[src/rtl/mac_pkg.sv]
`default_nettype none
// ============================================================================
// Module      : mac_pkg
// Description : Shared types and saturation helpers for the MAC stream engine.
// Revision    : 1.0 - initial parametrised release
// ============================================================================
package mac_pkg;

    // Engine control states
    typedef enum logic [1:0] {
        IDLE  = 2'd0,
        RUN   = 2'd1,
        DRAIN = 2'd2,
        HOLD  = 2'd3
    } state_t;

    // Largest representable accumulator value; callers truncate to acc_w bits
    function automatic logic [63:0] sat_max(input int unsigned acc_w, input logic is_signed);
        if (is_signed) begin
            return (64'd1 << (acc_w - 1)) - 64'd1;
        end
        return (64'd1 << acc_w) - 64'd1;
    endfunction

    // Smallest representable accumulator value; callers truncate to acc_w bits
    function automatic logic [63:0] sat_min(input int unsigned acc_w, input logic is_signed);
        if (is_signed) begin
            return (~64'd0) << (acc_w - 1);
        end
        return 64'd0;
    endfunction

endpackage
`default_nettype wire

[src/rtl/mac_mult_stage.sv]
`default_nettype none
// ============================================================================
// Module      : mac_mult_stage
// Description : Registered signed/unsigned DATA_W x DATA_W multiplier with a
//               one-cycle product-valid flag.
// Revision    : 1.0 - initial parametrised release
// ============================================================================
module mac_mult_stage
    import mac_pkg::*;
#(
    parameter int DATA_W = 4
) (
    input  logic                  clk,
    input  logic                  rst,
    input  logic                  i_signed_mode,
    input  logic                  i_load,
    input  logic [DATA_W-1:0]     i_a,
    input  logic [DATA_W-1:0]     i_b,
    output logic [2*DATA_W-1:0]   o_prod_r,
    output logic                  o_prod_v,
    output logic [2*DATA_W-1:0]   o_last_prod
);

    logic [2*DATA_W-1:0] w_a_ext;
    logic [2*DATA_W-1:0] w_b_ext;
    logic [2*DATA_W-1:0] w_prod;
    logic [2*DATA_W-1:0] r_prod;
    logic                r_prod_v;

    // Extending to full product width first makes the low 2*DATA_W bits of
    // the multiply correct for both two's-complement and unsigned operands.
    assign w_a_ext = {{DATA_W{i_signed_mode & i_a[DATA_W-1]}}, i_a};
    assign w_b_ext = {{DATA_W{i_signed_mode & i_b[DATA_W-1]}}, i_b};
    assign w_prod  = w_a_ext * w_b_ext;

    // Capture the product on each accepted pair; valid lasts one cycle
    always_ff @(posedge clk or negedge rst) begin
        if (!rst) begin
            r_prod   <= '0;
            r_prod_v <= 1'b0;
        end else begin
            r_prod_v <= i_load;
            if (i_load) begin
                r_prod <= w_prod;
            end
        end
    end

    // The pipeline product doubles as the debug "most recent product"
    assign o_prod_r    = r_prod;
    assign o_prod_v    = r_prod_v;
    assign o_last_prod = r_prod;

endmodule
`default_nettype wire

[src/rtl/mac_stream_engine.sv]
`default_nettype none
// ============================================================================
// Module      : mac_stream_engine
// Description : Streaming multiply-accumulate engine. Accepts len operand
//               pairs over valid/ready, accumulates products with saturation
//               and presents the sum on a valid/ready result port.
// Revision    : 1.0 - initial parametrised release
// ============================================================================
module mac_stream_engine
    import mac_pkg::*;
#(
    parameter  int DATA_W  = 4,
    parameter  int ACC_W   = 12,
    parameter  int MAX_LEN = 8,
    localparam int LEN_W   = $clog2(MAX_LEN + 1)
) (
    input  logic                  clk,
    input  logic                  rst,
    input  logic                  go,
    input  logic [LEN_W-1:0]      len,
    input  logic                  signed_mode,
    input  logic                  abort,
    input  logic [DATA_W-1:0]     a,
    input  logic [DATA_W-1:0]     b,
    input  logic                  in_valid,
    output logic                  in_ready,
    output logic [ACC_W-1:0]      out,
    output logic                  out_valid,
    input  logic                  out_ready,
    output logic                  ovf,
    output logic                  busy,
    output logic [2*DATA_W-1:0]   last_prod
);

    localparam logic [ACC_W-1:0] c_umax    = ACC_W'(sat_max(ACC_W, 1'b0));
    localparam logic [ACC_W-1:0] c_smax    = ACC_W'(sat_max(ACC_W, 1'b1));
    localparam logic [ACC_W-1:0] c_smin    = ACC_W'(sat_min(ACC_W, 1'b1));
    localparam logic [LEN_W-1:0] c_max_len = LEN_W'(MAX_LEN);
    localparam int               c_pad     = ACC_W + 1 - 2 * DATA_W;

    state_t              r_state;
    state_t              w_next;
    logic [LEN_W-1:0]    r_len;
    logic [LEN_W-1:0]    r_count;
    logic [LEN_W-1:0]    w_len_clamp;
    logic                r_signed;
    logic [ACC_W-1:0]    r_acc;
    logic                r_ovf;
    logic                w_start;
    logic                w_load;
    logic                w_last_xfer;
    logic [2*DATA_W-1:0] w_prod;
    logic                w_prod_v;
    logic [ACC_W:0]      w_prod_ext;
    logic [ACC_W:0]      w_acc_ext;
    logic [ACC_W:0]      w_sum;
    logic                w_sum_ovf;
    logic [ACC_W-1:0]    w_sat;

    assign in_ready  = (r_state == RUN);
    assign out_valid = (r_state == HOLD);
    assign busy      = (r_state != IDLE);
    assign out       = r_acc;
    assign ovf       = r_ovf;

    assign w_start     = (r_state == IDLE) && go;
    assign w_len_clamp = (len > c_max_len) ? c_max_len : len;
    // abort outranks a pair offered in the same cycle
    assign w_load      = in_ready && in_valid && !abort;
    assign w_last_xfer = w_load && (LEN_W'(r_count + LEN_W'(1)) == r_len);

    mac_mult_stage #(
        .DATA_W (DATA_W)
    ) u_mult (
        .clk           (clk),
        .rst           (rst),
        .i_signed_mode (r_signed),
        .i_load        (w_load),
        .i_a           (a),
        .i_b           (b),
        .o_prod_r      (w_prod),
        .o_prod_v      (w_prod_v),
        .o_last_prod   (last_prod)
    );

    // One guard bit above the accumulator exposes overflow in either mode
    assign w_prod_ext = {{c_pad{r_signed & w_prod[2*DATA_W-1]}}, w_prod};
    assign w_acc_ext  = {r_signed & r_acc[ACC_W-1], r_acc};
    assign w_sum      = w_acc_ext + w_prod_ext;
    assign w_sum_ovf  = r_signed ? (w_sum[ACC_W] ^ w_sum[ACC_W-1]) : w_sum[ACC_W];
    assign w_sat      = r_signed ? (w_sum[ACC_W] ? c_smin : c_smax) : c_umax;

    // State register
    always_ff @(posedge clk or negedge rst) begin
        if (!rst) begin
            r_state <= IDLE;
        end else begin
            r_state <= w_next;
        end
    end

    // Next-state decode
    always_comb begin
        w_next = r_state;
        case (r_state)
            IDLE: begin
                if (go) begin
                    w_next = (w_len_clamp == '0) ? HOLD : RUN;
                end
            end
            RUN: begin
                if (abort) begin
                    w_next = IDLE;
                end else if (w_last_xfer) begin
                    w_next = DRAIN;
                end
            end
            DRAIN: begin
                w_next = abort ? IDLE : HOLD;
            end
            HOLD: begin
                if (abort || out_ready) begin
                    w_next = IDLE;
                end
            end
            default: w_next = IDLE;
        endcase
    end

    // Run configuration and accepted-pair counter
    always_ff @(posedge clk or negedge rst) begin
        if (!rst) begin
            r_len    <= '0;
            r_signed <= 1'b0;
            r_count  <= '0;
        end else if (w_start) begin
            r_len    <= w_len_clamp;
            r_signed <= signed_mode;
            r_count  <= '0;
        end else if (w_load) begin
            r_count  <= LEN_W'(r_count + LEN_W'(1));
        end
    end

    // Saturating accumulator with sticky overflow flag
    always_ff @(posedge clk or negedge rst) begin
        if (!rst) begin
            r_acc <= '0;
            r_ovf <= 1'b0;
        end else if (w_start) begin
            r_acc <= '0;
            r_ovf <= 1'b0;
        end else if (w_prod_v) begin
            if (w_sum_ovf) begin
                r_acc <= w_sat;
                r_ovf <= 1'b1;
            end else begin
                r_acc <= w_sum[ACC_W-1:0];
            end
        end
    end

endmodule
`default_nettype wire

[config.mk]
export PLATFORM = sky130hd
export DESIGN_NAME = mac_stream_engine
export DESIGN_NICKNAME = d
export VERILOG_FILES = /design/src/rtl/mac_pkg.sv /design/src/rtl/mac_mult_stage.sv /design/src/rtl/mac_stream_engine.sv
export SDC_FILE = /design/constraint.sdc
export NUM_CORES = 1
export LEC_CHECK = 0
export ABC_AREA = 1
export CORE_ASPECT_RATIO = 0.6
export CORE_UTILIZATION = 38
export CTS_CLUSTER_SIZE = 12
export DETAILED_ROUTE_END_ITERATION = 12
export DONT_BUFFER_PORTS = 1
export GPL_TIMING_DRIVEN = 0
export PLACE_DENSITY = 0.55
export SYNTH_ARGS = -nofsm -noshare
export SYNTH_HDL_FRONTEND = slang
export SYNTH_SLANG_ARGS = --single-unit
[constraint.sdc]
create_clock -name clk -period 3.65 [get_ports clk]
set_clock_uncertainty 0.2 [all_clocks]
set_input_delay 0.73 -clock clk [delete_from_list [all_inputs] [get_ports clk]]
set_output_delay 0.73 -clock clk [all_outputs]
set_load 0.01 [all_outputs]
==> flow_summary.toml <==
[clocking]
cts_buffers = 5
cts_tree = "yes"
cts_max_path_buffers = 2
cts_max_level = 2
clock-sinks = 33
clock_latency_ns = 0.28
cts_root_buf = "clkbuf_16"
clk_pin_slew_ns = 0.06

[power_and_ir_drop]
p_leak_uw = 0.00177
ir_drop_mv = 0.351
powerDensity_mw_per_mm2 = 772
power_uw = 2430

[grt]
grt_pass1_vias = 2096
use_met2 = 0.250
grt_overflow = 0
grt_pass1_wl_um = 10600
grt_use_met3 = 0.0568
grtUsageMet1 = 0.279
antenna_found_initial = 0
grtUsageTotal = 0.182
grt.busiest_layer = "met1"
grt_max_degree = 34

[yosys]
yosys_warnings = 0
synth_cells = 379
yosys.area.top_type_share = 0.293
synth_xor_area_frac = 0.0684
yosys.area_share.adder = 0.203
syn_nets = 436
synthTopCellsByArea = "dfrtp_1 29%, nand2_1 17%, ha_1 11%"
synth_top_family_by_area = "simple AND/OR/NAND/NOR gates"
synth_cell_types = 29
avgSynthCellArea_sq_um = 7.44
yosys.area.top_type = "dfrtp_1"
synth_async_sr_flop_share = 1.00
ys_ff_latch = 33
syn_area_sq_mm = 0.00282
synth-simple-area-share = 0.272
synth_compound_area_frac = 0.0670
synthTopCellsByCount = "127 x nand2_1, 57 x inv_1, 33 x dfrtp_1"
synth_mux_area_frac = 0
yosysMostFrequentCell = "nand2_1"
synthFlopType = "dfrtp_1"
yosysSeqAreaShare = 0.293
synth_edf_count = 0

[placed_design]
gp_congestion = 0.827
io_buffers = 0
dp_hpwl_um = 5360

[setup_path]
r2r_end = "u_mult.o_last_prod[7]"
critical_path_class = "register to register"
reg2reg_depth = 12
cp_data_arrival_time_ns = 3.62
critPathSlowestCell = "fa_2"
crit_fanout = 6
critPathTopFamily = "adder cells"
worstSetupStartpointType = "register"
crit-reg2reg-launch = "r_signed"
cp-end-kind = "register"
worst-r2r-setup-slack_ns = -0.02
cp_num_buf_inv = 2
required_ns = 3.60
cpPeakStageDelay_ns = 0.55
cp_cell_sequence = "nand2_4, or2_4, fa_1, fa_1, inv_1, fa_2, inv_1, fa_2, o21ai_2, xor2_1, xor2_1, o21ai_1"

[floorplan]
dieArea_sq_mm = 0.00778
row_count = 23
core_area_sq_mm = 0.00691
initial_core_util = 0.408
ios = 43
fp.dieW_um = 113
die_h_um = 68.7

[finish]
layout.nets = 445
diodes = 0
num-fill-cells = 695
area_growth_pct = 11.8
layout-drive-gt1-share = 0.0951
utilization = 0.456

[routing]
drt-initial-drc-count = 129
totalWireLength_um = 6720
vias_per_cell = 4.93
drc = 0
ant_nets = 0
wl_per_cell_um = 14.1
dr_total_vias = 2347
first_pass_iters = 4

[run_status]
violations = "setup timing"
outcome = "finished with violations"

[sta]
setup_viol = 1
slew_violations = 0
finalWorstSetupSlack_ns = -0.0211
rsz0062_at_grt = "yes"
slew_headroom = 0.609
finalCriticalPeriod_ns = 3.67
period_share = 1.01
worst_slew_pin_slew_ns = 0.587
fmax_ghz = 0.272
hold_violations = 0
holdWs_ns = 0.0774

[job]
drv_cap = 0

[hold_path]
hold_path.class = "input port to asynchronous set/reset pin"
==> metrics by stage <==
| stage | cell area (sq um) | setup TNS, ns | worst slack (ns) | cells |
|---|---|---|---|---|
| 3_5_place_dp | 2980 | -0.281 | -0.281 | 466 |
| 5_1_grt | 3150 | -0.158 | -0.158 | 476 |
| 3_3_place_gp | 2980 | -0.302 | -0.294 | 466 |
| 2_1_floorplan | 2870 | -0.0788 | -0.0788 | 379 |
| 4_1_cts | 3150 | -0.0417 | -0.0417 | 476 |
| 6_report | 3150 | -0.0211 | -0.0211 | 476 |
==> cell type report <==
cell class,count,area [sq um],share of cell area
clock inverter,3,17.5,0.00556
timing repair buffer,2,27.5,0.00873
buffer,6,38.8,0.0123
sequential,33,827,0.262
multi-input combinational,278,1770,0.563
clock buffer,5,125,0.0397
inverter,62,233,0.0738
tap,87,109,0.0345
==> cells by family after synthesis <==
logic type               count (synthesis)
AO/OA/AOI/OAI                           35
flip-flops                              33
AND/OR/NAND/NOR                        183
adder cells (fa/ha/maj)                 38
buffers and inverters                   68
XOR/XNOR                                22
==> cell usage in the layout (no fill, tap or decap), drive strengths merged, types with 4 or more instances in the layout <==
master / netlist / final
nand2: 131 / 131
inv: 61 / 61
dfrtp: 33 / 33
nand3: 27 / 27
ha: 25 / 25
nor2: 15 / 15
xor2: 15 / 15
a21oi: 15 / 15
fa: 13 / 13
o21ai: 13 / 13
xnor2: 7 / 7
clkbuf: 2 / 7
buf: 4 / 6
nand4: 4 / 4
==> how the worst max path moves through the flow <==
| stage | end | from | slack [ns] | cells past startpoint |
|---|---|---|---|---|
| global placement | u_mult.o_last_prod[7] | b[3] | -0.29 | 12 |
| global route | u_mult.o_last_prod[7] | r_signed | -0.16 | 12 |
| finish | u_mult.o_last_prod[7] | r_signed | -0.02 | 12 |
| CTS | u_mult.o_last_prod[7] | r_signed | -0.04 | 12 |
| floorplan | u_mult.o_last_prod[7] | b[3] | -0.08 | 12 |
| detailed placement | u_mult.o_last_prod[7] | b[3] | -0.28 | 12 |
==> sequential cells by signal, indices dropped and copies added, names as in the netlist <==
name / count
r_state: 2
ovf: 1
u_mult.o_last_prod: 8
r_count: 4
out: 12
r_len: 4
r_signed: 1
u_mult.o_prod_v: 1
==> routing by layer <==
layer	wire (um)	up-vias	part of all wire
li1	-	1204	-
met4	19	0	0.0028
met5	0	-	0
met1	3700	1080	0.55
met2	2510	58	0.37
met3	487	5	0.073
==> timing repair <==
| action | 4_1_cts | 5_1_grt |
|---|---|---|
| hold buffers | 1 | 0 |
| hold endpoints to repair | 33 | 0 |
| setup buffers | 1 | 0 |
| gates resized for setup | 1 | 1 |
| pin swaps | 0 | 0 |
| setup endpoints to repair | 1 | 1 |
==> power by group <==
part	leakage, uW	switching (uW)	internal [uW]
clock	0.0000696	167	250
sequential	0.000432	192	504
combinational	0.00127	773	546
total	0.00177	1130	1300
No activity file was read; power rests on OpenSTA's default activity.
